$ cat src/rtl/onehot_decoder_seq.sv
// Registered binary-to-one-hot decoder.
// DIRECT mode decodes indices taken over a valid/ready handshake.
// SCAN mode walks a single one across the outputs, holding each position for div+1 cycles.
module onehot_decoder_seq #(
   parameter int unsigned SEL_W = 3,
   parameter int unsigned OUT_N = 8,
   parameter int unsigned DIV_W = 4
) (
   input  logic             clk,
   input  logic             rst,
   input  logic             en,
   input  logic             mode,
   input  logic [SEL_W-1:0] sel_in,
   input  logic             sel_valid,
   output logic             sel_ready,
   input  logic [DIV_W-1:0] div,
   output logic [OUT_N-1:0] onehot_out,
   output logic [SEL_W-1:0] idx_out,
   output logic             out_valid,
   output logic             err,
   output logic             frame_done
);

   typedef enum logic {
      S_DIRECT = 1'b0,
      S_SCAN   = 1'b1
   } state_t;

   state_t           state, state_d;
   logic [DIV_W-1:0] presc, presc_d;
   logic [OUT_N-1:0] onehot_d;
   logic [SEL_W-1:0] idx_d;
   logic             valid_d, err_d, frame_d;
   // Set while disabled with a decoded value pending, so DIRECT can restore it on re-enable.
   logic             paused, paused_d;
   logic             accept;

   function automatic logic in_range(input logic [SEL_W-1:0] v);
      return 32'(v) < OUT_N;
   endfunction

   function automatic logic [OUT_N-1:0] decode(input logic [SEL_W-1:0] v);
      logic [OUT_N-1:0] d;
      d = '0;
      for (int unsigned i = 0; i < OUT_N; i++) begin
         d[i] = (32'(v) == i);
      end
      return d;
   endfunction

   // Ready depends only on enable and mode, never on sel_valid.
   always_comb begin
      sel_ready = en & ~mode;
      accept    = sel_valid & sel_ready;
   end

   // Next-state and next-output selection.
   always_comb begin
      state_d  = state;
      presc_d  = presc;
      onehot_d = onehot_out;
      idx_d    = idx_out;
      valid_d  = out_valid;
      err_d    = err;
      frame_d  = 1'b0;
      paused_d = paused;

      if (!en) begin
         onehot_d = '0;
         valid_d  = 1'b0;
         paused_d = paused | out_valid;
      end else begin
         paused_d = 1'b0;
         state_d  = mode ? S_SCAN : S_DIRECT;
         if (mode) begin
            if (state == S_DIRECT) begin
               idx_d    = '0;
               onehot_d = decode('0);
               valid_d  = 1'b1;
               err_d    = 1'b0;
               presc_d  = '0;
            end else begin
               if (presc == div) begin
                  presc_d = '0;
                  if (32'(idx_out) == OUT_N - 1) begin
                     idx_d   = '0;
                     frame_d = 1'b1;
                  end else begin
                     idx_d = idx_out + 1'b1;
                  end
               end else begin
                  presc_d = presc + 1'b1;
               end
               onehot_d = decode(idx_d);
               valid_d  = 1'b1;
               err_d    = 1'b0;
            end
         end else if (accept) begin
            idx_d    = sel_in;
            onehot_d = decode(sel_in);
            valid_d  = 1'b1;
            err_d    = ~in_range(sel_in);
         end else if (paused) begin
            // Returning from a disable: rebuild the output from the frozen index.
            onehot_d = decode(idx_out);
            valid_d  = in_range(idx_out);
         end
      end
   end

   // State and output registers with synchronous reset.
   always_ff @(posedge clk) begin
      if (rst) begin
         state      <= S_DIRECT;
         presc      <= '0;
         onehot_out <= '0;
         idx_out    <= '0;
         out_valid  <= 1'b0;
         err        <= 1'b0;
         frame_done <= 1'b0;
         paused     <= 1'b0;
      end else begin
         state      <= state_d;
         presc      <= presc_d;
         onehot_out <= onehot_d;
         idx_out    <= idx_d;
         out_valid  <= valid_d;
         err        <= err_d;
         frame_done <= frame_d;
         paused     <= paused_d;
      end
   end

endmodule

$ cat config.mk
export PLATFORM = sky130hd
export DESIGN_NAME = onehot_decoder_seq
export DESIGN_NICKNAME = d
export VERILOG_FILES = /design/src/rtl/onehot_decoder_seq.sv
export SDC_FILE = /design/constraint.sdc
export NUM_CORES = 1
export LEC_CHECK = 0
export BUFFER_PORTS_ARGS = -buffer_cell sky130_fd_sc_hd__buf_2
export CORE_UTILIZATION = 53
export DETAILED_ROUTE_END_ITERATION = 16
export HOLD_SLACK_MARGIN = 0.12
export PLACE_DENSITY_LB_ADDON = 0.25
export SLEW_MARGIN = 40
export SYNTH_ARGS = -nofsm -noshare
export SYNTH_HDL_FRONTEND = slang
export SYNTH_SLANG_ARGS = --single-unit
$ cat constraint.sdc
create_clock -name clk -period 3.8 [get_ports clk]
set_input_delay 0 -clock clk [delete_from_list [all_inputs] [get_ports clk]]
set_output_delay 0 -clock clk [all_outputs]
set_load 0.02 [all_outputs]
==> results of run 1 <==
cell usage after synthesis, types with 2 or more instances:
cell / count / area share [%]
o21ai_1: 2 / 0.80
inv_1: 8 / 2.4
nand3_1: 9 / 3.6
xnor2_1: 4 / 2.8
nand2b_1: 2 / 1.0
nor2_1: 12 / 3.6
and3_2: 2 / 1.2
buf_2: 2 / 0.80
nor4b_1: 4 / 2.8
nand3b_1: 2 / 1.2
nand4_1: 2 / 1.0
ha_1: 4 / 4.0
nand2_1: 10 / 3.0
nor3_1: 4 / 1.6
a31oi_1: 7 / 3.5
o21ai_0: 10 / 4.0
mux2_2: 3 / 2.7
dfxtp_1: 19 / 30
a311oi_1: 2 / 1.4
and2_1: 2 / 1.0
a21oi_1: 10 / 4.0
clkbuf_1: 6 / 1.8
nor2b_1: 3 / 1.5
a21o_1: 3 / 1.8
mux2i_1: 5 / 4.0
worst max-delay path by stage:
| stage | from | endpoint | slack (ns) |
|---|---|---|---|
| 2_1_floorplan | idx_out[0] | onehot_out[5] | 1.75 |
| 3_3_place_gp | presc[0] | onehot_out[5] | 1.73 |
| 3_5_place_dp | presc[0] | onehot_out[5] | 1.63 |
| 4_1_cts | presc[0] | onehot_out[5] | 1.60 |
| 5_1_grt | presc[1] | onehot_out[5] | 1.35 |
| 6_report | presc[0] | onehot_out[7] | 1.58 |
layer usage:
metal  vias up  part of all wire [%]  track usage (%)
li1        612                     -                -
met3         4                   3.6            2.727
met5         -                     0                0
met4         0                  0.97            7.870
met2        30                    46            38.22
met1       565                    50            34.14
flip-flops by register name, summed over array words and instances (netlist names):
name and cells:
out_valid 1, frame_done 1, paused 1, state 1, onehot_out 8, presc 4
idx_out 3
worst min-delay path: cells and delay by family:
| family | cells | cell delay, ns |
|---|---|---|
| compound gates | 2 | 0.18 |
| simple gates | 1 | 0.06 |
| buf+inv | 2 | 0.18 |
area by class of cell:
cell class                      instances  area share [%]
Clock buffer                            3           1.576
Clock inverter                          1          0.3503
Inverter                                8           2.102
Multi-Input combinational cell        118           53.94
Sequential cell                        19           26.62
Tap cell                               28           2.452
Timing Repair Buffer                   31           12.96
power breakdown:
part | leakage, nW | switching, mW | internal [mW]
Clock | 0.0177 | 0.0651 | 0.0393
Combinational | 0.423 | 0.0542 | 0.0383
Sequential | 0.155 | 0.00947 | 0.207
kinds of logic after synthesis:
kind of cell               after synthesis  synth area share [%]
muxes                                    8                 6.720
adders and majority gates                4                 4.012
DFF                                     19                 30.49
buffers and inverters                   19                 7.723
xor gates and xnor gates                 4                 2.808
AOI/OAI and AO/OA                       40                 19.76
other                                    1                0.3006
and+or+nand+nor                         61                 28.18
per-stage QoR:
stage                     std cells  instance area (um2)  util [%]
after floorplan                 156                 1247         -
after global placement          198                 1341     60.63
after detailed placement        198                 1341     60.63
after CTS                       208                 1429     64.59
after global routing            208                 1429     64.59
final                           208                 1429     64.59
==> metrics.txt, run 1 <==
storage element area 380.4 um2; Post-synth EDFFs 0; synthesis-to-layout area growth 14.54%; gr ovfl total 0; H-tree lvl count 1; Post-Route WL 2776 um; CTS tree done; hold path depth 5; WL per Instance 13.35 um; Setup Buffers After CTS 0; post-synth cell types 44; worst hold path class primary input to register; GRT Overall Usage 24.22%; cell area power density 289.0 nW/um2; die width 50.52 um; Initial Util 56.39%; cells resized by post-CTS repair 0; commonest non-fill, non-tap cell in the layout buf_2; DR iter-0 viols 27; post-route ant nets 0; total CTS buffers 3; Async SR Flop Fraction 0%; syn_area_per_cell 7.996 um2; number of vias per cell 5.822; reg2reg start presc[0]; Die Ht 50.52 um; worst path cell trace xnor2_1 -> nand4_1 -> mux2_2 -> a21oi_1 -> o221a_2; CP top delay family simple AND/OR/NAND/NOR gates; fin. max-slew vios 0; setup_tns 0 ns; end of the worst hold path idx_out[1]; Rows 17; 1st-pass router iterations 4; Fmax 450.3 MHz; die area 2552 um2; detailed placement HPWL 2030 um; core area 2212 um2; Setup crit end kind register; hold-fix buffers at CTS 6; Clock transition at path regs 0.12 ns; FF+latch count, synth 19; vias in the first global route 1,089; sequential-to-total area share from yosys stat 30.49%; mapped cell area 1247 um2; worst skew pair latency 0.30 ns; PnR worst setup slack 1.579 ns; Gate Count Post-Synth 156; crit path time final 2.221 ns; Worst R2R End onehot_out[7]; Critical Path Stages 5; DRC violations left 0; Critical Path Max Stage Delay 0.62 ns; highest-delay cell along the critical path nand4_1; final-layout fill cell count 218; Worst Tran Pin Value 0.7596 ns; r2r setup slk 1.58 ns; initial antenna violation count 0; Port-buffer cells 25; global-route wire length before repair 4802 um; crit path kind register to register; RSZ-0062 raised after global routing no; CP arrival 2.47 ns; worst path bufs/invs 0; Static Leakage 0.5961 nW; Final #Nets 197; critical path required time 4.05 ns; Slew HR 49.21%; final setup violation count 0; Diodes inserted 0; fin crit share 58.45%; pre-CTS setup slack 1.630 ns; max-cap viol count 0; Post-synth top flop dfxtp_1; worst reg-to-reg path cell count 5; startpoint types register; layout cells sized above 1 21.67%; multi-input logic area 770.7 um2; GP Congestion 0.8811; worst vdd ir 0.2151 mV; I/O pin total 27; hold slack 0.1517 ns; pin count of the biggest net entering global routing 22; Root Driver clkbuf_4; most frequent cells in the layout buf_2 (25), dfxtp_1 (19), nor2_1 (12); CTS Sinks 19; syn_nets 172; Clock Skew 0.009208 ns; Synth Warn # 0; worst min-delay path startpoint sel_in[1]; status finished, final reports clean; via count 1,211; critical path fanouts, max 21; Final Hold Vio Count 0; PnR Total Power 0.4130 mW; CTS max path bufs 2
(Power assumes the default switching activity.)
==> inputs of run 2 (changes only) <==
==> constraint.sdc (replaced) <==
create_clock -name clk -period 2.2 [get_ports clk]
set_input_delay 0 -clock clk [delete_from_list [all_inputs] [get_ports clk]]
set_output_delay 0 -clock clk [all_outputs]
set_load 0.02 [all_outputs]
==> metrics.txt, run 2 (synthesized netlist as in run 1, its figures left out) <==
die area 2552 um2 (unchanged); number of vias per cell 5.842 (+0.34%); worst path cell trace inv_1 -> ha_1 -> or4_1 -> a21o_1 -> a31oi_1; multi-input logic area 770.7 um2 (unchanged); Diodes inserted 0 (unchanged); fin crit share 90.97% (+33 points); Largest register FFs 8 (unchanged); Post-Route WL 3065 um (+10%); CP top delay family flip-flops; worst vdd ir 0.3951 mV (+84%); DR iter-0 viols 37 (+37%); cell area power density 502.8 nW/um2 (+74%); GR met1 Demand/Resource 35.62% (+1.5 points); critical path required time 2.44 ns (-1.61 ns); final-layout fill cell count 209 (-4.1%); Static Leakage 0.5986 nW (+0.41%); WL per Instance 14.67 um (+9.9%); Setup crit end kind register; synthesis-to-layout area growth 14.84%; RSZ-0062 raised after global routing no; detailed placement HPWL 2238 um (+10%); DRC violations left 0 (unchanged); Clock transition at path regs 0.12 ns (about the same); Initial Util 56.39% (unchanged); CTS max path bufs 2 (unchanged); met2 Track Usage GR 46.67% (+8.4 points); startpoint types register; Rows 17 (unchanged); 1st-pass router iterations 4 (unchanged); Clock Skew 0.01003 ns (+0.0008217 ns); worst path bufs/invs 1 (+1); CP arrival 2.24 ns (-0.23 ns); crit path time final 2.001 ns (-0.2197 ns); worst skew pair latency 0.30 ns (about the same); GR peak layer met2; Fmax 499.7 MHz (+11%); max-cap viol count 0 (unchanged); met3 usage 4.242% (+1.5 points); most frequent cells in the layout buf_2 (25), dfxtp_1 (19), nor2_1 (12); CTS Sinks 19 (unchanged); Port-buffer cells 25 (unchanged); global-route wire length before repair 5382 um (+12%); PnR Total Power 0.7204 mW (+74%); via count 1,221 (+0.83%); critical path fanouts, max 12 (-43%); pin count of the biggest net entering global routing 22 (unchanged); crit path kind register to register; Final Hold Vio Count 0 (unchanged); vias in the first global route 1,242 (+14%); layout cells sized above 1 22.10% (+0.43 points); cells resized by post-CTS repair 0 (unchanged); Largest regs onehot_out (8), presc (4), idx_out (3); status finished, final reports clean; H-tree lvl count 1 (unchanged); storage element area 380.4 um2 (unchanged); Final #Nets 198 (+0.51%); gr ovfl total 0 (unchanged); Root Driver clkbuf_4; final setup violation count 0 (unchanged); core area 2212 um2 (unchanged); GRT Overall Usage 27.90% (+3.7 points); Die Ht 50.52 um (unchanged); initial antenna violation count 0 (unchanged); total CTS buffers 3 (unchanged); commonest non-fill, non-tap cell in the layout buf_2; highest-delay cell along the critical path dfxtp_1; die width 50.52 um (unchanged); fin. max-slew vios 0 (unchanged); setup_tns 0 ns (unchanged); Critical Path Max Stage Delay 0.56 ns (-0.06 ns); GP Congestion 0.8712 (-1.1%); I/O pin total 27 (unchanged); post-route ant nets 0 (unchanged); Reg with most FFs onehot_out; worst hold path class primary input to register; PnR worst setup slack 0.1987 ns (-1.380 ns); pre-CTS setup slack 0.2172 ns (-1.413 ns); CTS tree done
run 2: cell types whose count changed in the layout (fill, tap and decap cells not counted), sizes merged:
cell / change
buf: +2
clkbuf: +1
clkinv: -1
dlygate4sd3: -1
run 2: final timing paths:
path | cells past startpoint | to | from | slack [ns]
worst max register to register | 5 | onehot_out[5] | idx_out[0] | 0.20
worst max-delay path | 5 | onehot_out[5] | idx_out[0] | 0.20
worst min register to register | 2 | onehot_out[0] | onehot_out[0] | 0.49
worst min-delay path | 5 | idx_out[0] | sel_in[0] | 0.13
run 2: metal layers:
metal,wire length [um],vias to the layer above
li1,-,612
met1,1397,562
met2,1489,45
met3,160,2
met4,17,0
met5,0,-
run 2: cell type report:
cell class / instances / share of cell area [%]
Inverter: 8 / 2.096
Tap cell: 28 / 2.445
Timing Repair Buffer: 32 / 13.28
Sequential cell: 19 / 26.55
Clock buffer: 4 / 1.834
Multi-Input combinational cell: 118 / 53.80
run 2: where the power goes:
group          switching (mW)  internal (mW)
Combinational          0.0977         0.0670
Clock                   0.112         0.0707
Sequential             0.0162          0.357
Total                   0.226          0.495
run 2: through the flow:
stage	instances	util, %	cell area (um2)	hold WS (ns)
floorplan	156	-	1247	0.1865
global route	209	64.76	1433	0.2045
finish	209	64.76	1433	0.1339
detailed placement	200	61.31	1356	0.3057
global placement	200	61.31	1356	0.2978
CTS	209	64.76	1433	0.1270
run 2: worst register-to-register path: stages, from the launching register on:
cell and delay (ns):
dfxtp_1 0.56, inv_1 0.18, ha_1 0.42, or4_1 0.49, a21o_1 0.17, a31oi_1 0.14
run 2: what timing repair did:
item | 4_1_cts | 5_1_grt
buffers inserted | 0 | 0
endpoints found under the hold margin | 10 | 0
hold buffers | 5 | 0
==> inputs of run 3 (changes only) <==
--- a/config.mk
+++ b/config.mk
@@ -9,7 +9,7 @@
 export CORE_UTILIZATION = 53
 export DETAILED_ROUTE_END_ITERATION = 16
 export HOLD_SLACK_MARGIN = 0.12
-export PLACE_DENSITY_LB_ADDON = 0.25
+export PLACE_DENSITY = 0.78
 export SLEW_MARGIN = 40
 export SYNTH_ARGS = -nofsm -noshare
 export SYNTH_HDL_FRONTEND = slang
==> metrics.txt, run 3 (synthesized netlist as in run 1, its figures left out) <==
Rows 17 (unchanged); GRT Overall Usage 26.00% (-1.9 points); fin crit share 92.90% (+1.9 points); 1st-pass router iterations 6 (+2); status finished, final reports clean; die width 50.52 um (unchanged); die area 2552 um2 (unchanged); worst skew pair latency 0.32 ns (+0.02 ns); Diodes inserted 0 (unchanged); Largest register FFs 8 (unchanged); vias in the first global route 1,104 (-11%); Reg with most FFs onehot_out; Static Leakage 0.5998 nW (+0.21%); RSZ-0062 raised after global routing no; Port-buffer cells 25 (unchanged); GP Congestion 0.9421 (+8.1%); reg2reg start idx_out[0]; initial antenna violation count 0 (unchanged); CTS tree done; worst hold path class primary input to register; max-cap viol count 0 (unchanged); post-route ant nets 0 (unchanged); Largest regs onehot_out (8), presc (4), idx_out (3); synthesis-to-layout area growth 15.75%; DR iter-0 viols 21 (-43%); CTS max path bufs 2 (unchanged); PnR Total Power 0.7324 mW (+1.7%); critical path fanouts, max 12 (unchanged); critical path required time 2.45 ns (about the same); CP arrival 2.29 ns (+0.05 ns); Fmax 489.3 MHz (-2.1%); most frequent cells in the layout buf_2 (25), dfxtp_1 (19), nor2_1 (12); crit path time final 2.044 ns (+0.04246 ns); Final Hold Vio Count 0 (unchanged); core area 2212 um2 (unchanged); gr ovfl total 0 (unchanged); global-route wire length before repair 4940 um (-8.2%); Post-Route WL 3010 um (-1.8%); Root Driver clkbuf_4; Setup Buffers After CTS 0 (unchanged); Clock Skew 0.009848 ns (-0.0001817 ns); hold slack 0.1208 ns (-0.01311 ns); startpoint types register; H-tree lvl count 1 (unchanged); Final #Nets 199 (+0.51%); Die Ht 50.52 um (unchanged); CTS Sinks 19 (unchanged); placed cells 201 (+0.50%); worst vdd ir 0.5018 mV (+27%); cell area power density 507.3 nW/um2 (+0.88%); final-layout fill cell count 205 (-1.9%); layout cells sized above 1 23.08% (+0.98 points); worst min-delay path startpoint sel_in[0]; via count 1,215 (-0.49%); final setup violation count 0 (unchanged); DRC violations left 0 (unchanged); WL per Instance 14.33 um (-2.3%); Setup crit end kind register; setup_tns 0 ns (unchanged); pin count of the biggest net entering global routing 15 (-32%); I/O pin total 27 (unchanged); number of vias per cell 5.786 (-0.97%); crit path launch idx_out[0]; total CTS buffers 3 (unchanged); Initial Util 56.39% (unchanged); crit path kind register to register; Layout Cells excl Fill 210 (+0.48%); detailed placement HPWL 2211 um (-1.2%); commonest non-fill, non-tap cell in the layout buf_2; Clock transition at path regs 0.13 ns (about the same); fin. max-slew vios 0 (unchanged)
==> run 3: cell count changes in the layout (fill, tap and decap cells not counted) <==
cell | previous run | this run
buf_4 | 2 | 3
clkinvlp_4 | 0 | 1
clkbuf_1 | 1 | 0
==> run 3: final timing paths <==
| check | slack (ns) | cells past startpoint | endpoint |
|---|---|---|---|
| max | 0.16 | 5 | onehot_out[5] |
| min | 0.12 | 5 | idx_out[0] |
| max reg2reg | 0.16 | 5 | onehot_out[5] |
| min reg2reg | 0.48 | 2 | onehot_out[0] |
==> run 3: layout make-up <==
class | count | area, um2 | share of cell area [%]
timing repair buffer | 33 | 197.7 | 13.69
multi-input combinational | 118 | 770.7 | 53.38
clock inverter | 1 | 7.507 | 0.5199
inverter | 8 | 30.03 | 2.080
sequential | 19 | 380.4 | 26.34
tap | 28 | 35.03 | 2.426
clock buffer | 3 | 22.52 | 1.560
==> run 3: repair_timing <==
action | 4_1_cts | 5_1_grt
resized for setup | 0 | 0
hold buffers | 5 | 0
hold endpoints to repair | 10 | 0
==> run 3: power breakdown <==
part	total, mW	switching [mW]	internal (mW)
logic	0.163	0.0961	0.0674
clock network	0.195	0.125	0.0696
registers	0.374	0.0170	0.357
==> run 3: layer usage <==
metal  routed length, um  part of all wire, %  vias up  track usage [%]
met1                1502                   50      564            34.88
met5                   0                    0        -                0
met4                  88                  2.9        0            15.28
li1                    -                    -      613                -
met2                1312                   44       29            39.78
met3                 107                  3.6        9            3.030
==> run 3: worst max-delay path: stages, from the launching register on <==
cell and delay (ns):
dfxtp_1 0.58, inv_1 0.18, ha_1 0.41, or4_1 0.50, a21o_1 0.17, a31oi_1 0.14
==> run 3: through the flow <==
| step | utilization [%] | cell area, um2 | setup WS [ns] |
|---|---|---|---|
| after floorplan | - | 1247 | 0.1525 |
| after global placement | 61.65 | 1364 | 0.3061 |
| after detailed placement | 61.65 | 1364 | 0.2117 |
| after CTS | 65.27 | 1444 | 0.1760 |
| after global routing | 65.27 | 1444 | 0.03741 |
| final | 65.27 | 1444 | 0.1562 |
